==> src/rtl/swan256_round_sched.sv <==
// swan256_round_sched
//   Sequencing controller for the SWAN256 serial datapath. It holds the two
//   128-bit halves {L, R} of a 256-bit block and fetches one 128-bit round key
//   per round over a request/valid handshake. Each round is applied through the
//   internal theta/key-addition stage:
//     L' = R,  R' = L ^ theta(R, rk)
//   The result is returned over a valid/ready handshake.
//
//   Build option: SWAN256_SCHED_FAST_KEY_EN
//     undefined : registered key, KEY -> ROUND, two cycles per round.
//     defined   : the round is applied in the KEY cycle straight from
//                 i_rk_data, one cycle per round, and no key register.
//
// Ports
//   i_clk, i_rst_n            clock, async active-low reset
//   i_in_valid/o_in_ready     input block handshake, i_in_data = {L, R}
//   o_rk_req/o_rk_idx         round key request and round index
//   i_rk_valid/i_rk_data      round key response {c0, c1, c2, c3}
//   o_out_valid/i_out_ready   output handshake, o_out_data = {L, R}
//   o_busy                    high whenever not IDLE
module swan256_round_sched #(
  parameter int BLOCK_SIZE = 256,
  parameter int ROUNDS     = 64,
  parameter int CNT_W      = 7
) (
  input  logic                    i_clk,
  input  logic                    i_rst_n,
  input  logic                    i_in_valid,
  output logic                    o_in_ready,
  input  logic [BLOCK_SIZE-1:0]   i_in_data,
  output logic                    o_rk_req,
  output logic [CNT_W-1:0]        o_rk_idx,
  input  logic                    i_rk_valid,
  input  logic [BLOCK_SIZE/2-1:0] i_rk_data,
  output logic                    o_out_valid,
  input  logic                    i_out_ready,
  output logic [BLOCK_SIZE-1:0]   o_out_data,
  output logic                    o_busy
);
  localparam int SIDE_SIZE = BLOCK_SIZE / 2;
  localparam int NUM_LANES = 4;
  localparam int VEC_W     = SIDE_SIZE / NUM_LANES;
  localparam logic [CNT_W-1:0] LAST = CNT_W'(ROUNDS - 1);

  typedef enum logic [1:0] {S_IDLE, S_KEY, S_ROUND, S_DONE} state_t;

  state_t               r_state, w_state_nxt;
  logic [SIDE_SIZE-1:0] r_L, r_R;
  logic [CNT_W-1:0]     r_cnt;
  logic                 w_ld_in, w_round_en, w_cnt_inc;
  logic [SIDE_SIZE-1:0] w_key;

  // Words are MSB-first: packed lane NUM_LANES-1 is a0/c0.
  logic [NUM_LANES-1:0][VEC_W-1:0] w_a, w_c, w_t;

`ifdef SWAN256_SCHED_FAST_KEY_EN
  assign w_key = i_rk_data;
`else
  logic [SIDE_SIZE-1:0] r_rk;
  logic                 w_ld_key;
  assign w_key = r_rk;
`endif

  assign w_a = r_R;
  assign w_c = w_key;

  // Theta lanes: a0 ror 19, a1 ror 9, a2 ror 1, a3 unrotated, each xor its
  // key word. Output is forced to zero unless a round is being applied.
  for (genvar j = 0; j < NUM_LANES; j++) begin : g_theta
    localparam int ROT = (j == 3) ? 19 : (j == 2) ? 9 : (j == 1) ? 1 : 0;
    logic [VEC_W-1:0] w_rot;
    assign w_rot  = (w_a[j] >> ROT) | (w_a[j] << ((VEC_W - ROT) % VEC_W));
    assign w_t[j] = w_round_en ? (w_rot ^ w_c[j]) : '0;
  end

  // Next-state and control decode.
  always_comb begin
    w_state_nxt = r_state;
    w_ld_in     = 1'b0;
    w_round_en  = 1'b0;
    w_cnt_inc   = 1'b0;
`ifndef SWAN256_SCHED_FAST_KEY_EN
    w_ld_key    = 1'b0;
`endif
    unique case (r_state)
      S_IDLE: begin
        if (i_in_valid) begin
          w_ld_in     = 1'b1;
          w_state_nxt = S_KEY;
        end
      end
      S_KEY: begin
        if (i_rk_valid) begin
`ifdef SWAN256_SCHED_FAST_KEY_EN
          w_round_en = 1'b1;
          if (r_cnt == LAST) begin
            w_state_nxt = S_DONE;
          end else begin
            w_cnt_inc   = 1'b1;
            w_state_nxt = S_KEY;
          end
`else
          w_ld_key    = 1'b1;
          w_state_nxt = S_ROUND;
`endif
        end
      end
      S_ROUND: begin
`ifndef SWAN256_SCHED_FAST_KEY_EN
        w_round_en = 1'b1;
        // Terminal check precedes the increment so cnt never wraps.
        if (r_cnt == LAST) begin
          w_state_nxt = S_DONE;
        end else begin
          w_cnt_inc   = 1'b1;
          w_state_nxt = S_KEY;
        end
`else
        w_state_nxt = S_IDLE;
`endif
      end
      S_DONE: begin
        if (i_out_ready) w_state_nxt = S_IDLE;
      end
      default: w_state_nxt = S_IDLE;
    endcase
  end

  always_ff @(posedge i_clk or negedge i_rst_n) begin
    if (!i_rst_n) begin
      r_state <= S_IDLE;
      r_L     <= '0;
      r_R     <= '0;
      r_cnt   <= '0;
    end else begin
      r_state <= w_state_nxt;
      if (w_ld_in) begin
        r_L   <= i_in_data[BLOCK_SIZE-1:SIDE_SIZE];
        r_R   <= i_in_data[SIDE_SIZE-1:0];
        r_cnt <= '0;
      end else begin
        if (w_round_en) begin
          r_L <= r_R;
          r_R <= r_L ^ w_t;
        end
        if (w_cnt_inc) r_cnt <= r_cnt + CNT_W'(1);
      end
    end
  end

`ifndef SWAN256_SCHED_FAST_KEY_EN
  always_ff @(posedge i_clk or negedge i_rst_n) begin
    if (!i_rst_n)      r_rk <= '0;
    else if (w_ld_key) r_rk <= i_rk_data;
  end
`endif

  // All outputs are decodes of registered state.
  assign o_in_ready  = (r_state == S_IDLE);
  assign o_rk_req    = (r_state == S_KEY);
  assign o_rk_idx    = r_cnt;
  assign o_out_valid = (r_state == S_DONE);
  assign o_out_data  = (r_state == S_DONE) ? {r_L, r_R} : '0;
  assign o_busy      = (r_state != S_IDLE);

endmodule

==> config.mk <==
export PLATFORM = sky130hd
export DESIGN_NAME = swan256_round_sched
export DESIGN_NICKNAME = d
export VERILOG_FILES = /design/src/rtl/swan256_round_sched.sv
export SDC_FILE = /design/constraint.sdc
export NUM_CORES = 1
export LEC_CHECK = 0
export CAP_MARGIN = 0
export CORE_AREA = 2 2 252 254
export DETAILED_ROUTE_END_ITERATION = 8
export DIE_AREA = 0 0 254 256
export GPL_ROUTABILITY_DRIVEN = 0
export PLACE_DENSITY_LB_ADDON = 0.15
export SLEW_MARGIN = 20
export SYNTH_ARGS = -nofsm -noshare
export SYNTH_HDL_FRONTEND = slang
export SYNTH_SLANG_ARGS = --single-unit
export TNS_END_PERCENT = 5
==> constraint.sdc <==
create_clock -name i_clk -period 2.7 [get_ports i_clk]
set_clock_uncertainty 0.15 [all_clocks]
set_input_delay 0.54 -clock i_clk [delete_from_list [all_inputs] [get_ports i_clk]]
set_output_delay 0.54 -clock i_clk [all_outputs]
set_load 0.1 [all_outputs]
# ---- Yosys cells after proc, flatten, opt, wreduce, memory -nomap -nowiden
# Cells that the tools add are included.
dict set report word_totals {
  out_inout_bits 267
  register_bits 393
  in_bits 389
  elab_cells 50
}
dict set report classes {
  reduce_logical 5
  eq_ne 7
  add_sub_neg 1
  bitwise_logic 9
  muxes 23
}
# op count
set op_table {}
lappend op_table {{$mux W128} 4}
lappend op_table {{$mux W256} 1}
lappend op_table {{$mux W32} 4}
lappend op_table {{$xor A128 B128 Y128} 1}
lappend op_table {{$xor A32 B32 Y32} 4}
lappend op_table {{$or A13 B32 Y32} 1}
lappend op_table {{$or A23 B32 Y32} 1}
lappend op_table {{$or A31 B32 Y32} 1}
lappend op_table {{$or A32 B32 Y32} 1}
lappend op_table {{$mux W7} 2}
lappend op_table {{$mux W2} 4}
lappend op_table {{$pmux W2 S4} 1}
lappend op_table {{$add A7 B1 Y7 const B} 1}
lappend op_table {{$eq A7 B6 Y1 const B} 1}
lappend op_table {{$mux W1} 7}
lappend op_table {{$reduce_bool A2 Y1} 3}
lappend op_table {{$eq A2 B2 Y1 const B} 2}
lappend op_table {{$ne A2 B1 Y1 const B} 2}
lappend op_table {{$reduce_and A3 Y1} 1}
lappend op_table {{$eq A2 B1 Y1 const B} 1}
lappend op_table {{$logic_not A2 Y1} 1}
lappend op_table {{$ne A2 B2 Y1 const B} 1}

# ---- Logic depth before layout (Yosys ltp)
# Gate-level depths: netlist of run 1.
dict set report logic_depth {
  ltp_word 6
  depth_mapped 7
  mapped_depth_nobuf 4
}

# ---- Worst setup path after synthesis of run 1
# OpenSTA, ideal clock, no wires.
dict set report synth_timing {
  path_type {register to output}
  startpoint {reg r_state[0]}
  endpoint {out o_in_ready}
  required_time_ps 2010
  path_stages_with_launch 6
  t_arrival_ps 2075
  path_buffers 3
  slack_ps -65
  path_cell_list {dfrtp_1 buf_4 clkbuf_1 clkbuf_1 or2_2 inv_1}
}
dict set report synth_via {
  elab_chain_len 1
}
# item line
set synth_rtl {}
lappend synth_rtl {{start: declaration} 47} ;# state_t r_state, w_state_nxt;
lappend synth_rtl {{start signal: assignment} 136} ;# r_state <= w_state_nxt;
lappend synth_rtl {{$logic_not A2 Y1} 159} ;# assign o_in_ready = (r_state == S_IDLE);
lappend synth_rtl {{end: declaration} 29} ;# output logic o_in_ready,
# No other way between the ends.

# ---- Final worst setup path of run 1
dict set report layout_timing {
  startpoint {reg r_state[0]}
  endpoint {out o_out_data[192]}
}
dict set report layout_via {
  elab_chain_len 2
}
# item line
set layout_rtl {}
lappend layout_rtl {{$eq A2 B2 Y1} 163} ;# assign o_out_data = (r_state == S_DONE) ? {r_L, r_R} : '0;
lappend layout_rtl {{$mux W256} 163}
lappend layout_rtl {{end: declaration} 37} ;# output logic [BLOCK_SIZE-1:0] o_out_data,
# No other way between the ends.

==> out/qor.txt, run 1 <==
Worst Setup End Kind -> output pin
Pins Over Slew Limit -> 0
share of synthesized registers carrying an async set or reset -> 100%
post-CTS clock slew at the launch and capture registers of the worst setup and hold paths -> 0.06 ns
standby leakage power -> 14.1 nW
CP startpoint kind -> flip-flop
post-DP HPWL -> 60.9 mm
number of clock buffers inserted by TritonCTS -> 47
average size of a mapped cell -> 10.2 sq um
clock root buffer -> sky130_fd_sc_hd__clkbuf_16
instance count of the mapped netlist -> 2,046
most used flip-flop cell after synthesis -> sky130_fd_sc_hd__dfrtp_1
summed instance area of the synthesized netlist -> 0.0208 sq mm
fraction of layout cells with a size suffix above 1 -> 20.3%
most common cell after layout, fill and taps aside -> sky130_fd_sc_hd__dfrtp_1
timing-limited maximum frequency -> 362 MHz
number of nets in the layout -> 3,007
cell at the slowest stage of the critical path -> sky130_fd_sc_hd__dfrtp_4
residual overflow from global routing -> 0
violation count after the first detailed-routing iteration -> 1,484
power per unit of standard cell area -> 1620 mW/mm^2
total wirelength of the detailed-routed design -> 88.7 mm
Crit Path Max Fanout -> 141
peak ir drop on the vdd network -> 1.09 mV
logic depth of the worst register-to-register path -> 6
Setup violations, final -> 54
number of clock sinks -> 393
DIE AREA -> 0.0650 sq mm
fin crit period -> 2.76 ns
Yosys cell types -> 44
first-pass iteration count of the detailed router -> 6
DIE HEIGHT -> 256 um
largest stage delay on the critical path -> 0.47 ns
pin count of the biggest net entering global routing -> 142
wire length of the first global-routing pass -> 132 mm
slew at the pin closest to its max-slew limit -> 1.00 ns
path class of the lowest-slack min-delay path -> in -> async
Required @ worst endpoint -> 2.01 ns
Final Util -> 52.7%
TritonCTS clock tree -> done
status -> complete, but fails checks
Initial Util -> 33.4%
filler cell count -> 5,608
kind of critical path -> reg -> out
clock latency on the worst-skew pair -> 0.58 ns
vias in the first global route -> 19,906
setup repair after global routing missed its margin -> yes
Crit path arrival time -> 2.07 ns
failing checks -> negative setup slack
port buffer count -> 655
most frequent cells in the layout -> sky130_fd_sc_hd__dfrtp_1, sky130_fd_sc_hd__clkdlybuf4s50_1, sky130_fd_sc_hd__buf_12, sky130_fd_sc_hd__and3_1, sky130_fd_sc_hd__nand2_1
Hold Vio Cnt, Final -> 0
total of warnings raised by yosys -> 0
number of synthesized register bits -> 393
count of boundary I/O pins -> 656
routed via count -> 19,568
synth-to-layout area growth -> 57.9%
vias per inst -> 5.56
number of antenna violations at the first check in global routing -> 33
fraction of the cycle the final worst path needs -> 102%
routed length per placed instance -> 25.2 um
DRC errors left -> 0
overall die width -> 254 um
Core Box Area -> 0.0624 sq mm
aggregate global-route resource usage -> 26.5%
deepest level of the CTS H-tree -> 2
MaxCap Viol Count -> 0
worst slew margin relative to its limit -> 33.3%
cell-by-cell listing of the critical path -> buf_16 -> and3_1 -> buf_12
number of enable-type register cells in the synthesized netlist -> 0
Tot Pwr -> 53.2 mW
DRT antenna net count -> 0
fin worst setup slack -> -0.0592 ns
floorplan row count -> 92
Max Root-Sink Buffers -> 3
synthesized net count -> 2,436
Seq/Total Area, Yosys -> 47.2%
[power breakdown]
group | leakage, nW | internal (mW) | total (mW) | switching (mW)
Sequential | 4.63 | 9.02 | 12.8 | 3.74
Combinational | 8.73 | 13.4 | 34.0 | 20.6
Clock | 0.762 | 3.83 | 6.42 | 2.59
[state kept, by name, summed over array words and instances (netlist names)]
signal,cells
r_state,2
r_R,128
r_L,128
o_rk_idx,7
r_rk,128
[critical path: cells and delay by family (launching register included)]
kind / cells / cell delay [ns]
flops: 1 / 0.47
buf+inv: 2 / 0.53
simple gates: 1 / 0.32
[per-stage QoR]
stage	instance area, sq um	TNS (ns)	setup slack, ns	hold slack [ns]	cells
after floorplan	20800	0	0.145	0.0944	2046
after global placement	31000	0	0.408	0.345	3409
after detailed placement	31000	0	0.404	0.345	3409
after CTS	32700	-4.43	-0.0674	0.332	3496
after global routing	32900	-6.32	-0.109	0.357	3515
final	32900	-1.21	-0.0592	0.345	3517
[timing repair]
item                                    4_1_cts  5_1_grt
endpoints found under the hold margin        28        0
gates resized for setup                       9       36
hold buffers                                  1        0
cloned                                        1        1
buffers inserted                              2        0
endpoints found under the setup margin      225      203
pin swaps                                     1        6
[layer usage]
layer	vias up	routed length, um	part of all wire (%)	track usage, %
li1	8634	-	-	-
met1	9877	34200	39	33.0
met2	863	43700	49	43.5
met3	168	7340	8.3	6.66
met4	26	3200	3.6	11.6
met5	-	175	0.20	0
[cell usage after synthesis (all sizes together) (2+ instances only)]
library cell | count | area share [%]
a211oi | 4 | 0.14
inv | 4 | 0.072
a21oi | 4 | 0.096
dfrtp | 393 | 47
nand2b | 4 | 0.12
nand2 | 134 | 2.4
and3 | 257 | 7.7
nor2b | 96 | 2.9
clkbuf | 117 | 2.1
buf | 83 | 2.1
or3 | 32 | 0.96
mux2i | 2 | 0.096
xnor2 | 128 | 5.4
o22ai | 95 | 2.9
nand3 | 130 | 3.1
a21boi | 2 | 0.072
nor2 | 32 | 0.58
a41oi | 2 | 0.084
mux2 | 128 | 6.9
a31oi | 33 | 0.99
o21ai | 32 | 0.77
a221oi | 95 | 4.0
xor2 | 96 | 4.0
a22oi | 128 | 4.6
[final timing paths]
kind                       slack [ns]                    from                   end
setup / recovery                -0.06  r_state[0]$_DFFE_PN0P_       o_out_data[192]
hold / removal                   0.35                 i_rst_n   r_R[41]$_DFFE_PN0P_
setup reg to reg                 0.24  r_state[1]$_DFFE_PN0P_   r_L[67]$_DFFE_PN0P_
hold reg to reg                  0.36    r_rk[16]$_DFFE_PN0P_  r_rk[16]$_DFFE_PN0P_
max in group asynchronous        1.15                 i_rst_n  r_R[100]$_DFFE_PN0P_
min in group i_clk               0.36    r_rk[16]$_DFFE_PN0P_  r_rk[16]$_DFFE_PN0P_
[cell type report]
cell class | instances | area [sq um] | share of cell area (%)
Clock inverter | 9 | 98.8 | 0.301
Sequential cell | 393 | 9840 | 29.9
Tap cell | 846 | 1060 | 3.22
Clock buffer | 74 | 1440 | 4.38
Multi-Input combinational cell | 1449 | 10300 | 31.3
Antenna cell | 20 | 50.0 | 0.152
Inverter | 4 | 21.3 | 0.0647
Timing Repair Buffer | 722 | 10100 | 30.7
[cells by family (layout without fill, tap and decap cells)]
logic type,after synthesis,in the layout,synth area share [%]
adder cells (fa/ha/maj),1,1,0.0601
buffers and inverters,204,809,4.30
other,0,20,0
AND/OR/NAND/NOR,695,695,18.2
flip-flops,393,393,47.2
multiplexers,130,130,7.02
XOR/XNOR,224,224,9.42
AO/OA/AOI/OAI,399,399,13.8
(Power assumes the default switching activity.)
==> run 2, diff against run 1 <==
- CTS_CLUSTER_DIAMETER: not set -> 40
==> run 2 against run 1 <==
The flow still finishes with violations (negative setup slack). Count of clock-buffer cells in the layout rose by 17. Utilization rose by 1.4 points. Flip-flop and latch count did not move. Critical path depth did not move. Non-clock buffer count did not move. Combinational power barely moved. Clock power rose by 39%. Largest power group unchanged. Cell area rose by 2.6%. Sequential power barely moved.
==> out/qor.txt, run 2 (synthesis gave the netlist of run 1 again) <==
logic depth of the worst register-to-register path -> 6 (unchanged)
Net Sw Frac -> 49.4% (-1.3 points)
relative contribution of the clock network to total power -> 16.1% (+4.0 points)
floorplan row count -> 92 (unchanged)
startpoint of the most critical setup path -> r_state[0]$_DFFE_PN0P_
fraction of the cycle the final worst path needs -> 102% (about the same)
count of placed standard cells in the final layout, fillers left out -> 3,558 (+1.2%)
Hold Vio Cnt, Final -> 0 (unchanged)
most common cell after layout, fill and taps aside -> sky130_fd_sc_hd__dfrtp_1
DIE HEIGHT -> 256 um (unchanged)
port buffer count -> 655 (unchanged)
fin crit period -> 2.76 ns (-0.00204 ns)
MaxCap Viol Count -> 0 (unchanged)
most frequent cells in the layout -> sky130_fd_sc_hd__dfrtp_1, sky130_fd_sc_hd__clkdlybuf4s50_1, sky130_fd_sc_hd__buf_12, sky130_fd_sc_hd__and3_1, sky130_fd_sc_hd__nand2_1
fraction of layout cells with a size suffix above 1 -> 21.8% (+1.5 points)
vias per inst -> 5.52 (-0.86%)
Crit Path Max Fanout -> 141 (unchanged)
sw power -> 27.5 mW (+2.1%)
filler cell count -> 5,531 (-1.4%)
worst slack after detailed placement -> 0.404 ns (unchanged)
deepest level of the CTS H-tree -> 3 (+1)
internal power consumption -> 28.2 mW (+7.7%)
violation count after the first detailed-routing iteration -> 1,474 (-0.67%)
CP Capture Point -> o_out_data[192]
DRC errors left -> 0 (unchanged)
power per unit of standard cell area -> 1650 mW/mm^2 (+2.2%)
kind of critical path -> reg -> out
Sequential cell area -> 0.00984 sq mm (unchanged)
Setup violations, final -> 78 (+44%)
routed via count -> 19,625 (+0.29%)
Crit path arrival time -> 2.07 ns (about the same)
post-CTS clock slew at the launch and capture registers of the worst setup and hold paths -> 0.06 ns (about the same)
area taken by multi-input logic gates -> 0.0103 sq mm (+0.29%)
number of nets in the layout -> 3,028 (+0.70%)
status -> complete, but fails checks
failing checks -> negative setup slack
Pins Over Slew Limit -> 0 (unchanged)
overall die width -> 254 um (unchanged)
Max Root-Sink Buffers -> 3 (unchanged)
worst slew margin relative to its limit -> 31.8% (-1.4 points)
total wirelength of the detailed-routed design -> 88.9 mm (+0.31%)
synth-to-layout area growth -> 62.0%
aggregate global-route resource usage -> 26.7% (+0.20 points)
Placed Cells -> 3,409 (unchanged)
CP startpoint kind -> flip-flop
fin worst setup slack -> -0.0572 ns (+0.00204 ns)
clock root buffer -> sky130_fd_sc_hd__clkbuf_16
Worst Setup End Kind -> output pin
number of clock sinks -> 393 (unchanged)
TritonCTS clock tree -> done
DIE AREA -> 0.0650 sq mm (unchanged)
count of boundary I/O pins -> 656 (unchanged)
residual overflow from global routing -> 0 (unchanged)
Logic pwr share -> 61.0% (-2.9 points)
routed length per placed instance -> 25.0 um (-0.85%)
Initial Util -> 33.4% (unchanged)
number of clock buffers inserted by TritonCTS -> 68 (+45%)
first-pass iteration count of the detailed router -> 5 (-1)
Reg2Reg Capture Point -> r_L[67]$_DFFE_PN0P_
standby leakage power -> 14.5 nW (+2.6%)
pin count of the biggest net entering global routing -> 142 (unchanged)
Worst R2R Setup Slack -> 0.23 ns (about the same)
Required @ worst endpoint -> 2.01 ns (about the same)
post-DP HPWL -> 60.9 mm (unchanged)
setup repair after global routing missed its margin -> yes
slew at the pin closest to its max-slew limit -> 1.02 ns (+0.0216 ns)
largest registers in the final layout -> r_L (128), r_R (128), r_rk (128)
DRT antenna net count -> 0 (unchanged)
clock latency on the worst-skew pair -> 0.59 ns (about the same)
peak ir drop on the vdd network -> 0.947 mV (-13%)
fraction of power consumed by sequential logic -> 22.9% (-1.1 points)
number of antenna violations at the first check in global routing -> 36 (+9.1%)
worst flop-to-flop path startpoint -> r_state[1]$_DFFE_PN0P_
Core Box Area -> 0.0624 sq mm (unchanged)
timing-limited maximum frequency -> 363 MHz (about the same)
path class of the lowest-slack min-delay path -> in -> async
vias in the first global route -> 20,159 (+1.3%)
wire length of the first global-routing pass -> 133 mm (+0.59%)
[run 2: cell type report]
cell class                      instances  share of cell area [%]
Multi-Input combinational cell       1449                    30.6
Timing Repair Buffer                  722                    29.9
Sequential cell                       393                    29.2
Clock buffer                           91                    5.85
Tap cell                              846                    3.14
Clock inverter                         29                    1.15
Antenna cell                           24                   0.178
Inverter                                4                  0.0630
[run 2: worst min path at each step]
stage / cells past startpoint / to
2_1_floorplan: 0 / o_rk_idx[0]$_DFFE_PN0P_
3_3_place_gp: 1 / r_R[53]$_DFFE_PN0P_
3_5_place_dp: 1 / r_R[41]$_DFFE_PN0P_
4_1_cts: 2 / r_R[41]$_DFFE_PN0P_
5_1_grt: 2 / r_R[41]$_DFFE_PN0P_
6_report: 2 / r_R[41]$_DFFE_PN0P_
[run 2: worst max-delay path, cell delays in order (launching register included)]
cell	delay [ns]
sky130_fd_sc_hd__dfrtp_4	0.48
sky130_fd_sc_hd__buf_16	0.36
sky130_fd_sc_hd__and3_1	0.32
sky130_fd_sc_hd__buf_12	0.19
[run 2: per-stage QoR]
stage / utilization, % / instance area, sq um / TNS (ns) / hold WS, ns / power, mW
after floorplan: - / 20800 / 0 / 0.0944 / 33.8
after global placement: 49.7 / 31000 / 0 / 0.345 / 45.7
after detailed placement: 49.7 / 31000 / 0 / 0.345 / 46.3
after CTS: 53.7 / 33500 / -6.08 / 0.305 / 55.6
after global routing: 54.1 / 33700 / -9.13 / 0.337 / 58.2
final: 54.1 / 33700 / -1.39 / 0.319 / 55.8
[run 2: layer usage]
metal	routed length [um]	global-route usage (%)	share of wire (%)	vias to the layer above
met4	3310	11.8	3.7	30
met2	43900	43.9	49	834
met1	34300	32.9	39	9860
li1	-	-	-	8706
met5	190	0	0.21	-
met3	7290	6.99	8.2	195
[run 2: what timing repair did]
action	in CTS	in global routing
resized for setup	19	32
gates cloned	1	1
hold buffers	1	0
endpoints found under the setup margin	224	221
pin swaps	4	7
setup buffers	2	0
hold endpoints to repair	28	0
[run 2: power by group through the flow]
stage	sequential [mW]	clock (mW)	combinational [mW]
floorplan	11.4	0	22.4
global placement	12.6	0	33.1
detailed placement	12.7	0	33.5
CTS	12.7	9.10	33.9
global route	13.1	9.34	35.8
finish	12.8	8.95	34.0
